<file path="src/rtl/mtr_cmd_slew.sv">
// Motor command slew limiter: turns a signed command into a duty magnitude
// plus direction enables for the PWM generator. Duty only moves on PWM
// period boundaries, by at most STEP per period, and every direction reversal
// ramps to zero and coasts for COAST_PERIODS full periods first.
module mtr_cmd_slew #(
   parameter logic [10:0] STEP          = 11'd32,
   parameter int unsigned COAST_PERIODS = 2
) (
   input  logic        clk,
   input  logic        rst,
   input  logic        en,
   input  logic [11:0] cmd,
   input  logic        cmd_vld,
   input  logic        PWM_synch,
   output logic [10:0] duty,
   output logic        fwd,
   output logic        rev,
   output logic        at_target,
   output logic        busy
);

   localparam int unsigned CW = $clog2(COAST_PERIODS + 1);
   localparam logic [CW-1:0] COAST_LAST = CW'(COAST_PERIODS - 1);

   typedef enum logic [1:0] {
      IDLE  = 2'd0,
      RUN   = 2'd1,
      COAST = 2'd2
   } state_t;

   state_t        state;
   logic [10:0]   tgt_mag;
   logic          tgt_dir;     // 0 = forward, 1 = reverse
   logic          cur_dir;
   logic [CW-1:0] coast_cnt;

   logic [11:0]   cmd_abs;
   logic [10:0]   cmd_mag;
   logic [10:0]   eff_mag;
   logic          eff_dir;
   logic [11:0]   duty_w;
   logic [11:0]   step_w;
   logic [11:0]   tgt_w;
   logic [11:0]   up_sum;
   logic [11:0]   down_gap;
   logic [10:0]   toward;
   logic [10:0]   ramp_down;
   logic [10:0]   first_duty;

   // Effective target for this cycle and the candidate slew-limited duty values.
   always_comb begin
      // NOTE: every signal gets a default first so no path can infer a latch.
      cmd_abs    = cmd[11] ? (12'd0 - cmd) : cmd;
      cmd_mag    = cmd_abs[11] ? 11'h7FF : cmd_abs[10:0];   // -2048 saturates to 2047
      eff_mag    = cmd_vld ? cmd_mag : tgt_mag;
      eff_dir    = (cmd_vld && (cmd != 12'd0)) ? cmd[11] : tgt_dir;

      // 12-bit arithmetic so duty+STEP cannot wrap.
      duty_w     = {1'b0, duty};
      step_w     = {1'b0, STEP};
      tgt_w      = {1'b0, eff_mag};
      up_sum     = duty_w + step_w;
      down_gap   = duty_w - tgt_w;

      toward     = duty;
      if (duty_w < tgt_w) begin
         toward = (up_sum >= tgt_w) ? eff_mag : up_sum[10:0];
      end else if (duty_w > tgt_w) begin
         toward = (down_gap <= step_w) ? eff_mag : (duty - STEP);
      end

      ramp_down  = (duty_w <= step_w) ? 11'd0 : (duty - STEP);
      first_duty = (step_w < tgt_w) ? STEP : eff_mag;
   end

   // Target latch plus the run/coast state machine with registered outputs.
   always_ff @(posedge clk) begin
      // NOTE: sequential state uses non-blocking assignments so every register
      // samples the pre-edge values regardless of statement order.
      if (rst) begin
         state     <= IDLE;
         tgt_mag   <= 11'd0;
         tgt_dir   <= 1'b0;
         cur_dir   <= 1'b0;
         coast_cnt <= '0;
         duty      <= 11'd0;
         fwd       <= 1'b0;
         rev       <= 1'b0;
         at_target <= 1'b0;
         busy      <= 1'b0;
      end else begin
         if (cmd_vld) begin
            tgt_mag <= cmd_mag;
            if (cmd != 12'd0) begin
               tgt_dir <= cmd[11];
            end
         end

         if (!en) begin
            // Drop is immediate, not period-gated; targets are kept.
            state     <= IDLE;
            coast_cnt <= '0;
            duty      <= 11'd0;
            fwd       <= 1'b0;
            rev       <= 1'b0;
            at_target <= 1'b0;
            busy      <= 1'b0;
         end else if (PWM_synch) begin
            case (state)
               IDLE: begin
                  state     <= RUN;
                  cur_dir   <= eff_dir;
                  duty      <= first_duty;
                  fwd       <= ~eff_dir;
                  rev       <= eff_dir;
                  at_target <= (first_duty == eff_mag);
                  busy      <= (first_duty != eff_mag);
               end

               RUN: begin
                  if ((cur_dir == eff_dir) || (eff_mag == 11'd0)) begin
                     duty      <= toward;
                     fwd       <= ~cur_dir;
                     rev       <= cur_dir;
                     at_target <= (toward == eff_mag);
                     busy      <= (toward != eff_mag);
                  end else if (ramp_down == 11'd0) begin
                     // Reached zero against the new direction: start coasting.
                     state     <= COAST;
                     coast_cnt <= '0;
                     duty      <= 11'd0;
                     fwd       <= 1'b0;
                     rev       <= 1'b0;
                     at_target <= 1'b0;
                     busy      <= 1'b1;
                  end else begin
                     duty      <= ramp_down;
                     fwd       <= ~cur_dir;
                     rev       <= cur_dir;
                     at_target <= 1'b0;
                     busy      <= 1'b1;
                  end
               end

               COAST: begin
                  coast_cnt <= coast_cnt + 1'b1;
                  if (coast_cnt == COAST_LAST) begin
                     // Coast always completes, even if the target flipped back.
                     state     <= RUN;
                     cur_dir   <= eff_dir;
                     duty      <= first_duty;
                     fwd       <= ~eff_dir;
                     rev       <= eff_dir;
                     at_target <= (first_duty == eff_mag);
                     busy      <= (first_duty != eff_mag);
                  end
               end

               default: begin
                  state     <= IDLE;
                  duty      <= 11'd0;
                  fwd       <= 1'b0;
                  rev       <= 1'b0;
                  at_target <= 1'b0;
                  busy      <= 1'b0;
               end
            endcase
         end
      end
   end

endmodule

</file>
<file path="config.mk">
export PLATFORM = sky130hd
export DESIGN_NAME = mtr_cmd_slew
export DESIGN_NICKNAME = d
export VERILOG_FILES = /design/src/rtl/mtr_cmd_slew.sv
export SDC_FILE = /design/constraint.sdc
export NUM_CORES = 1
export LEC_CHECK = 0
export CELL_PAD_IN_SITES_DETAIL_PLACEMENT = 1
export CELL_PAD_IN_SITES_GLOBAL_PLACEMENT = 1
export CORE_MARGIN = 4
export CORE_UTILIZATION = 35
export CTS_BUF_LIST = sky130_fd_sc_hd__clkbuf_2
export DETAILED_ROUTE_END_ITERATION = 7
export GPL_TIMING_DRIVEN = 0
export PLACE_DENSITY = 0.76
export SLEW_MARGIN = 25
export SYNTH_ARGS = -nofsm -noshare
export SYNTH_HDL_FRONTEND = slang
export SYNTH_SLANG_ARGS = --single-unit
</file>
<file path="constraint.sdc">
create_clock -name clk -period 6.9 [get_ports clk]
set_clock_uncertainty 0.2 [all_clocks]
set_input_delay 1.38 -clock clk [delete_from_list [all_inputs] [get_ports clk]]
set_output_delay 1.38 -clock clk [all_outputs]
set_load 0.03 [all_outputs]
</file>
==> impl_metrics.json <==
{
  "die_y_microns": 108,
  "dieArea_sq_um": 11700,
  "synth.area.top_cells": "dfxtp_1 (18%), ha_1 (6.1%), nor2_1 (4.9%)",
  "finalSetupViolCount": 0,
  "hold_slack_ns": 0.298,
  "grt_usage_pct": 22.8,
  "drtIter0Drc": 220,
  "critPathCaptureType": "register",
  "timing.final.crit_share_pct": 97.2,
  "path_delay_family": "compound AO/OA/AOI/OAI gates",
  "finalNonFillerCells": 660,
  "syn-cell-area_sq_um": 3510,
  "num_io_pins": 32,
  "syn_to_final_growth_pct": 19.7,
  "io_buffers": 30,
  "synth.area.mux_share_pct": 2.35,
  "clk-insertion-delay-late_ns": 0.38,
  "dr.pass1.iters": 5,
  "peakVddDrop_uv": 63.6,
  "reg2reg_from": "duty[6]",
  "clock-root-buffer": "clkbuf_2",
  "rows": 36,
  "fin_util_pct": 43.0,
  "synth_top_area_share_pct": 18.2,
  "synth_top_family_by_area": "compound AO/OA/AOI/OAI gates",
  "status": "finished, final reports clean",
  "finalWirelength_microns": 13600,
  "place_ws_ns": -1.15,
  "routabilityCongestion": 0.909,
  "die_w_microns": 108,
  "p_per_area_nw_per_um2": 121,
  "period_needed_ns": 6.70,
  "fin_nets": 560,
  "crit_required_ns": 6.98,
  "startpoint": "cmd[3]",
  "yosysTopAreaCell": "dfxtp_1",
  "clock-sinks": 32,
  "diodes": 0,
  "slew_viol_final": 0,
  "ant_nets": 0,
  "netlist_top_cells_count": "nor2_1 (46), nand2_1 (38), dfxtp_1 (32)",
  "r2r_slack_ns": 2.12,
  "grt_max_degree": 12,
  "critPathArrivalTime_ns": 6.78,
  "finalHoldViolations": 0,
  "setup_slack_ns": 0.195,
  "synthesis.nets": 518,
  "crit_path_start_kind": "primary input",
  "cap_violations": 0,
  "maxSlewHeadroom_pct": 36.3,
  "synth_seq_area_share_pct": 18.2,
  "worst_pin_slew_ns": 0.943,
  "wl_per_cell_microns": 20.7,
  "ys_types": 80,
  "postPlaceCellArea_sq_um": 3990,
  "ys.flop_type": "dfxtp_1",
  "antenna_found_initial": 0,
  "final_cell_area_sq_um": 4210,
  "clkTransAtPathRegs_ns": 0.19,
  "synth_edf_count": 0,
  "first_global_vias": 4053,
  "synth-async-reset-ratio_pct": 0,
  "route.detailed.drc": 0,
  "synth_xor_area_share_pct": 5.48,
  "grt_pass1_wl_microns": 21300,
  "start_util_pct": 35.9,
  "drive_gt1_share_pct": 10.1,
  "cpMaxStageDelayCell": "a2111oi_0",
  "setup_tns_ns": 0,
  "fmax_mhz": 149,
  "ys_seq_elements": 32,
  "crit_path_cell_trace": "clkdlybuf4s50_1 -> nor4_4 -> nand4_1 -> nand2_2 -> o22ai_2 -> ha_1 -> and3b_1 -> a211oi_2 -> inv_1 -> maj3_1 -> a2111oi_0 -> nor3_1 -> o211ai_1 -> nor4_4 -> buf_4 -> buf_4 -> a21boi_1 -> o22ai_1 -> a32oi_1 -> nor2_1",
  "fin_total_pwr_mw": 0.510,
  "core_area_sq_um": 9770,
  "hpwl_microns": 10500,
  "globalRouteOverflowTotal": 0,
  "placed_cells": 647,
  "synthSimpleGateAreaFrac_pct": 26.6,
  "synth_cells": 484,
  "synthAdderAreaFrac_pct": 7.23,
  "critPathMaxStageDelay_ns": 0.54,
  "numCtsBuffers": 5,
  "cts_hold_buf": 0,
  "vias_per_cell": 6.21,
  "cts_buffer_depth": 2,
  "yosysMostFrequentCell": "nor2_1",
  "synth_warnings": 0,
  "hp-class": "reg2reg",
  "leakage_nw": 1.47,
  "crit_buf_inv": 4,
  "synth_area_per_cell_sq_um": 7.26,
  "holdCritStartpoint": "coast_cnt[1]",
  "synth_compound_gate_area_share_pct": 34.1,
  "vias": 4096,
  "cts-htree-levels": 2,
  "path_max_fanout": 6,
  "cts_tree": "done",
  "critical_path_class": "in2reg"
}
[power by group]
group | switching [mW] | total (mW) | internal, mW
Clock | 0.0735 | 0.0980 | 0.0246
Combinational | 0.137 | 0.213 | 0.0764
Sequential | 0.00566 | 0.198 | 0.193
Total | 0.216 | 0.510 | 0.294
[final timing paths]
path / end / cells past startpoint
worst max-delay path: duty[1] / 20
worst max register to register: busy / 15
worst min-delay path: coast_cnt[1] / 2
worst min register to register: coast_cnt[1] / 2
[sequential cells by signal, summed over array words and instances, names as in the netlist]
signal	flops
at_target	1
busy	1
coast_cnt	2
cur_dir	1
duty	11
fwd	1
rev	1
state	2
tgt_dir	1
tgt_mag	11
[logic make-up after synthesis]
logic type,after synthesis
adder cells (fa/ha/maj),21
flip-flops,32
AND/OR/NAND/NOR,181
XOR/XNOR,22
multiplexers,8
buffers and inverters,54
AO/OA/AOI/OAI,166
[what timing repair did]
action,4_1_cts,5_1_grt
hold endpoints to repair,0,0
pin swaps,1,5
resized for setup,5,21
endpoints found under the setup margin,13,13
buffers inserted,1,6
[worst min-delay path, cell delays in order, from the launching register on]
cell and delay, ns:
dfxtp_1 0.36, nand2_1 0.06, a2111oi_1 0.06
[cell type report]
type | instances | area, sq um
Buffer | 22 | 93.8
Inverter | 30 | 113
Tap cell | 133 | 166
Sequential cell | 32 | 641
Multi-Input combinational cell | 398 | 2800
Clock buffer | 5 | 25.0
Timing Repair Buffer | 37 | 353
Fill cell | 1256 | 5570
Clock inverter | 3 | 18.8
[layer usage]
metal | global-route usage [%] | vias up | part of all wire, %
met5 | 0 | - | 0
met4 | 6.13 | 0 | 1.5
met3 | 3.46 | 21 | 4.8
met2 | 38.2 | 115 | 48
met1 | 30.4 | 2025 | 46
li1 | - | 1935 | -
[cells in the final DEF, fill, tap and decap left out, drive strengths merged, types with 5 or more instances in the layout]
master and instances:
o21a 5, or4 5, o22ai 9, dfxtp 32, nand3 13, inv 30
nand2b 9, xnor2 18, nor3 20, clkbuf 22, mux2i 6, nand2 38
clkdlybuf4s50 30, o211ai 7, a21oi 32, nand4 8, o21ai 31, ha 17
nor4 8, a31oi 11, and2 7, or3 5, nor2 46, nor2b 6
a2111oi 8, buf 12
No activity file was read; power rests on OpenSTA's default activity.
==> edit 1: new RTL, same settings <==
Put one more register stage on the output `duty`, cleared by the reset. The value now appears one clock later. The other outputs are not delayed to match. Comments in the files are not updated.
--- a/src/rtl/mtr_cmd_slew.sv
+++ b/src/rtl/mtr_cmd_slew.sv
@@ -30,2 +30,4 @@
 
+   logic [10:0] duty_s0;
+
    state_t        state;
@@ -58,3 +60,3 @@
       // 12-bit arithmetic so duty+STEP cannot wrap.
-      duty_w     = {1'b0, duty};
+      duty_w     = {1'b0, duty_s0};
       step_w     = {1'b0, STEP};
@@ -64,3 +66,3 @@
 
-      toward     = duty;
+      toward     = duty_s0;
       if (duty_w < tgt_w) begin
@@ -68,6 +70,6 @@
       end else if (duty_w > tgt_w) begin
-         toward = (down_gap <= step_w) ? eff_mag : (duty - STEP);
+         toward = (down_gap <= step_w) ? eff_mag : (duty_s0 - STEP);
       end
 
-      ramp_down  = (duty_w <= step_w) ? 11'd0 : (duty - STEP);
+      ramp_down  = (duty_w <= step_w) ? 11'd0 : (duty_s0 - STEP);
       first_duty = (step_w < tgt_w) ? STEP : eff_mag;
@@ -85,3 +87,3 @@
          coast_cnt <= '0;
-         duty      <= 11'd0;
+         duty_s0   <= 11'd0;
          fwd       <= 1'b0;
@@ -102,3 +104,3 @@
             coast_cnt <= '0;
-            duty      <= 11'd0;
+            duty_s0   <= 11'd0;
             fwd       <= 1'b0;
@@ -112,3 +114,3 @@
                   cur_dir   <= eff_dir;
-                  duty      <= first_duty;
+                  duty_s0   <= first_duty;
                   fwd       <= ~eff_dir;
@@ -121,3 +123,3 @@
                   if ((cur_dir == eff_dir) || (eff_mag == 11'd0)) begin
-                     duty      <= toward;
+                     duty_s0   <= toward;
                      fwd       <= ~cur_dir;
@@ -130,3 +132,3 @@
                      coast_cnt <= '0;
-                     duty      <= 11'd0;
+                     duty_s0   <= 11'd0;
                      fwd       <= 1'b0;
@@ -136,3 +138,3 @@
                   end else begin
-                     duty      <= ramp_down;
+                     duty_s0   <= ramp_down;
                      fwd       <= ~cur_dir;
@@ -150,3 +152,3 @@
                      cur_dir   <= eff_dir;
-                     duty      <= first_duty;
+                     duty_s0   <= first_duty;
                      fwd       <= ~eff_dir;
@@ -160,3 +162,3 @@
                   state     <= IDLE;
-                  duty      <= 11'd0;
+                  duty_s0   <= 11'd0;
                   fwd       <= 1'b0;
@@ -171,2 +173,10 @@
 
+   always_ff @(posedge clk) begin
+      if (rst) begin
+         duty <= '0;
+      end else begin
+         duty <= duty_s0;
+      end
+   end
+
 endmodule
Behaviour: not the same (Yosys sat finds a counterexample within 4 cycles, from zero or initial values and one cycle with rst high).
==> edit 1 against the original RTL <==
Critical endpoint is now busy. Synthesized area up 16%. Core utilization is 2.1 points lower. Wire length increased by 8.3%. Total power grew 19%. First-iteration DRC count is 43% higher. Cell area rose by 11%. Global-route usage down 0.63 points. Combinational power grew 9.4%. Sequential cell count grew 11. Worst setup slack better by 0.12 ns. Via count rose by 7.8%. Worst hold slack better by 0.036 ns.
==> edit 1: results (changes against the original RTL) <==
[synthesis]
netlist_top_cells_area = dfxtp_1 21%, nor2_1 5.7%, ha_1 5.2%, xnor2_1 4.5%, nand2_1 3.9%
synth_nets = 571  ; +10%
synth_common_cells = 62 x nor2_1, 43 x dfxtp_1, 42 x nand2_1, 28 x a21oi_1, 24 x inv_1
ys_warn_count = 0  ; unchanged
synth_ff_type = dfxtp_1
yosysUniqueCellTypes = 83  ; +3.8%
async_reset_ff_share_pct = 0  ; unchanged
syn_inst = 537  ; +11%
synth_enable_flop_cells = 0  ; unchanged
yosysSeqAreaShare_pct = 21.07  ; +2.8 points

[clock_tree]
cts_setup_buffers = 0  ; -1
cts_buffers = 5  ; unchanged
clkLatencyLatePin_ns = 0.42  ; +0.04 ns
clockBufferDepth = 2  ; unchanged
h-tree-depth = 2  ; unchanged
clkTransAtPathRegs_ns = 0.24  ; +0.05 ns
clockRootBuffer = clkbuf_2

[status]
outcome = completed

[grt]
grt_usage_pct = 22.13  ; -0.63 points
grt_pass1_vias = 4541  ; +12%
grt_max_degree = 14  ; +2
grt_pass1_wl_um = 23810  ; +12%
antenna_found_initial = 0  ; unchanged

[place]
detailedPlacementHpwl_um = 11510  ; +10%
placed_cell_area_um2 = 4538  ; +14%
dpl_worst_slack_ns = -0.7714  ; +0.3794 ns
portBuffers = 27  ; -10%
gp_congestion = 0.8825  ; -2.9%
place_inst = 707  ; +9.3%

[min_path]
min_path_type = flip-flop to flip-flop

[finish]
insertedDiodeCount = 0  ; unchanged
fin_nets = 605  ; +8.0%
multi_input_area_um2 = 3075  ; +10%
largestRegisters = duty: 11 flops, duty_s0: 11 flops, tgt_mag: 11 flops
drive_gt1_share_pct = 10.14  ; +0.083 points
nFillCells = 1434  ; +14%

[detailed_routing]
wl_per_cell_um = 20.65  ; about the same
vias = 4417  ; +7.8%
first_pass_iters = 5  ; unchanged
drt_iter0_drc = 314  ; +43%
routed_wl_um = 14770  ; +8.3%

[timing]
maxSlewHeadroom_pct = 49.58  ; +13 points
timing_max_transition_violations_final = 0  ; unchanged

[power_and_ir_drop]
p_leak_nw = 1.763  ; +20%
irDropWorstVdd_mv = 0.08825  ; +39%
power.internal_uw = 364.8  ; +24%

[setup_path]
critical_path.max_fanout = 11  ; +5
cp.arrival_ns = 6.75  ; -0.03 ns

[job]
drv_cap = 0  ; unchanged

## edit 1: cell types whose count changed in the layout (fill, tap and decap cells not counted), moves of 6 or more
cell     unedited run  this run
o21ai_0            30        20
dfxtp_1            32        43
nor2b_1             6        18
buf_4               7         0
and3_1              2         8
nand3_1            13         7
nor2_1             46        62
## edit 1: metal layers
metal,routed length (µm),vias up,track usage (%)
met2,7144,130,38.97
met4,219,0,3.558
met5,0,-,0
met1,6710,2184,29.68
li1,-,2078,-
met3,694,25,2.402
## edit 1: power by group through the flow
| stage | clock [mW] | combinational [mW] | sequential [mW] |
|---|---|---|---|
| final | 0.110 | 0.233 | 0.261 |
| after global routing | 0.122 | 0.255 | 0.263 |
| after CTS | 0.114 | 0.227 | 0.261 |
| after detailed placement | 0 | 0.222 | 0.266 |
| after global placement | 0 | 0.215 | 0.266 |
| after floorplan | 0 | 0.153 | 0.268 |
## edit 1: kinds of logic after synthesis
group           after synthesis  share of synthesized area [%]
simple gates                222                          28.58
compound gates              160                          29.65
mux                          11                          2.818
flops                        43                          21.07
xor+xnor                     28                          6.463
buf+inv                      55                          5.972
fa+ha+maj                    18                          5.452
## edit 1: layout make-up
type,instances,share of cell area [%]
Buffer,30,3.241
Clock buffer,5,0.5358
Clock inverter,3,0.3215
Inverter,25,2.009
Multi-Input combinational cell,439,65.85
Sequential cell,43,18.43
Tap cell,143,3.831
Timing Repair Buffer,27,5.786
## edit 1: worst max-delay path: stages
cell             delay [ns]
clkdlybuf4s50_1        0.54
or4_4                  0.53
buf_6                  0.16
o311a_1                0.34
a2111oi_2              0.42
a21oi_2                0.22
ha_1                   0.39
nand4_1                0.21
or4_1                  0.63
or4_1                  0.46
buf_6                  0.17
o21ai_4                0.14
o21ai_0                0.17
mux2_4                 0.31
o31a_1                 0.33
o2111ai_1              0.19
and2_1                 0.15
## edit 1: timing repair
action	CTS	global route
cloned	0	0
endpoints found under the setup margin	11	11
resized for setup	8	11
pin swaps	0	0
## edit 1: final timing paths
check / from / to / slack [ns] / depth (start not counted)
worst max-delay path: cmd[4] / busy / 0.32 / 17
worst min-delay path: fwd / fwd / 0.33 / 2
worst max register to register: duty_s0[8] / duty_s0[9] / 1.94 / 16
worst min register to register: fwd / fwd / 0.33 / 2
==> edit 2: new RTL, config.mk and constraints unchanged <==
Made on the original files. Set the parameter `STEP` to 11'd24 (it was 11'd32).
--- a/src/rtl/mtr_cmd_slew.sv
+++ b/src/rtl/mtr_cmd_slew.sv
@@ -5,3 +5,3 @@
 module mtr_cmd_slew #(
-   parameter logic [10:0] STEP          = 11'd32,
+   parameter logic [10:0] STEP          = 11'd24,
    parameter int unsigned COAST_PERIODS = 2
Function: changed (Yosys sat finds a counterexample within 4 cycles, from zero or initial values and one cycle with rst high).
==> edit 2 against the original RTL <==
Total power grew 21%. Cell area up 13%. Worst hold slack gained 0.059 ns. Die area rose by 12%. Largest power group unchanged. Worst setup slack improved by 0.0050 ns. Critical path type unchanged. Sequential cell count unchanged. Highest routed layer unchanged. Wire length rose by 13%. Synthesized area up 13%.
==> edit 2: results (changes against the original RTL) <==
[status]
outcome = completed

[synthesis]
yosysUniqueCellTypes = 95  ; +19%
synth_common_cells = 66 x nor2_1, 35 x nand2_1, 34 x o21ai_0, 32 x dfxtp_1, 31 x a21oi_1
yosysSeqAreaShare_pct = 16.12  ; -2.1 points
netlist_top_cells_area = dfxtp_1 16%, nor2_1 6.2%, ha_1 5.7%, xnor2_1 4.4%, o21ai_0 4.3%
ys_warn_count = 0  ; unchanged
avgSynthCellArea_um2 = 7.472  ; +2.9%
synth_nets = 567  ; +9.5%
yosysTopAreaCell = dfxtp_1

[finish]
num-nonclk-inverters = 23  ; -23%
finalNonFillerCells = 717  ; +8.6%
drive_gt1_share_pct = 13.69  ; +3.6 points
fin_nets = 611  ; +9.1%
comb.multi_input.count = 446  ; +12%
buffers = 68  ; +15%
final_area_um2 = 4740  ; +13%
largestRegisters = duty: 11 flops, tgt_mag: 11 flops
buffer_area_share_pct = 11.22  ; +0.60 points
clk_share_pct = 1.426  ; +0.38 points
multi_input_area_share_pct = 68.24  ; +1.8 points
seq_cells = 32  ; unchanged
nFillCells = 1355  ; +7.9%

[detailed_routing]
first_pass_iters = 4  ; -1
viasPerCell = 6.183  ; -0.38%
drt_iter0_drc = 355  ; +61%
routed_wl_um = 15370  ; +13%

[power_and_ir_drop]
irDropWorstVdd_mv = 0.08011  ; +26%
p_leak_nw = 1.786  ; +22%

[timing]
worstMarginPinSlew_ns = 1.039  ; +0.09595 ns
finalCritPeriodShare_pct = 97.10  ; about the same
hold_viol = 0  ; unchanged
fin_hold_ws_ns = 0.3570  ; +0.05920 ns

[min_path]
worstHoldStart = fwd
holdPathEnd = fwd

[place]
place_inst = 702  ; +8.5%
gp_congestion = 0.9274  ; +2.1%
placed_cell_area_um2 = 4458  ; +12%
detailedPlacementHpwl_um = 11850  ; +13%
dpl_worst_slack_ns = -0.9274  ; +0.2234 ns

[grt]
grt_pass1_vias = 4346  ; +7.2%
grt_max_degree = 20  ; +8
grt_pass1_wl_um = 23960  ; +13%

[setup_path]
cp.arrival_ns = 6.84  ; +0.06 ns
r2r-start = duty[3]
critical_path.max_fanout = 8  ; +2
rr_worst_depth = 22  ; +7
crit_slowest_cell = clkdlybuf4s50_1
worst-r2r-setup-slack_ns = 0.89  ; -1.23 ns
crit_path_start = cmd[6]
max_stage_delay_ns = 0.55

[clock_tree]
clkLatencyLatePin_ns = 0.44  ; +0.06 ns
cts_resized = 8  ; +3
cts_setup_buffers = 2  ; +1

[floorplanning]
die_x_um = 114.6  ; +5.9%

edit 2: cell count changes after synthesis, moves of 6 or more:
| cell | delta |
|---|---|
| inv_1 | -7 |
| nand3_1 | +6 |
| nor2_1 | +20 |
| nor3_1 | -7 |
| o22ai_1 | -8 |
| xor2_1 | +7 |
edit 2: routing by layer:
layer	vias up	GRT usage (%)	part of all wire (%)
li1	2090	-	-
met2	127	35.62	45
met4	0	6.572	2.1
met5	-	0	0
met1	2195	33.47	48
met3	21	3.013	5.1
edit 2: kinds of logic after synthesis:
family / Yosys count / share of synthesized area [%]
DFF: 32 / 16.12
xor gates and xnor gates: 32 / 7.240
muxes: 11 / 2.801
buffers and inverters: 54 / 6.169
AOI/OAI and AO/OA: 180 / 34.53
adders and majority gates: 22 / 6.705
and+or+nand+nor: 201 / 26.44
edit 2: power breakdown:
group	leakage, nW	switching (mW)	internal, mW
logic	1.48	0.170	0.103
clock network	0.0390	0.0849	0.0603
registers	0.262	0.00558	0.193
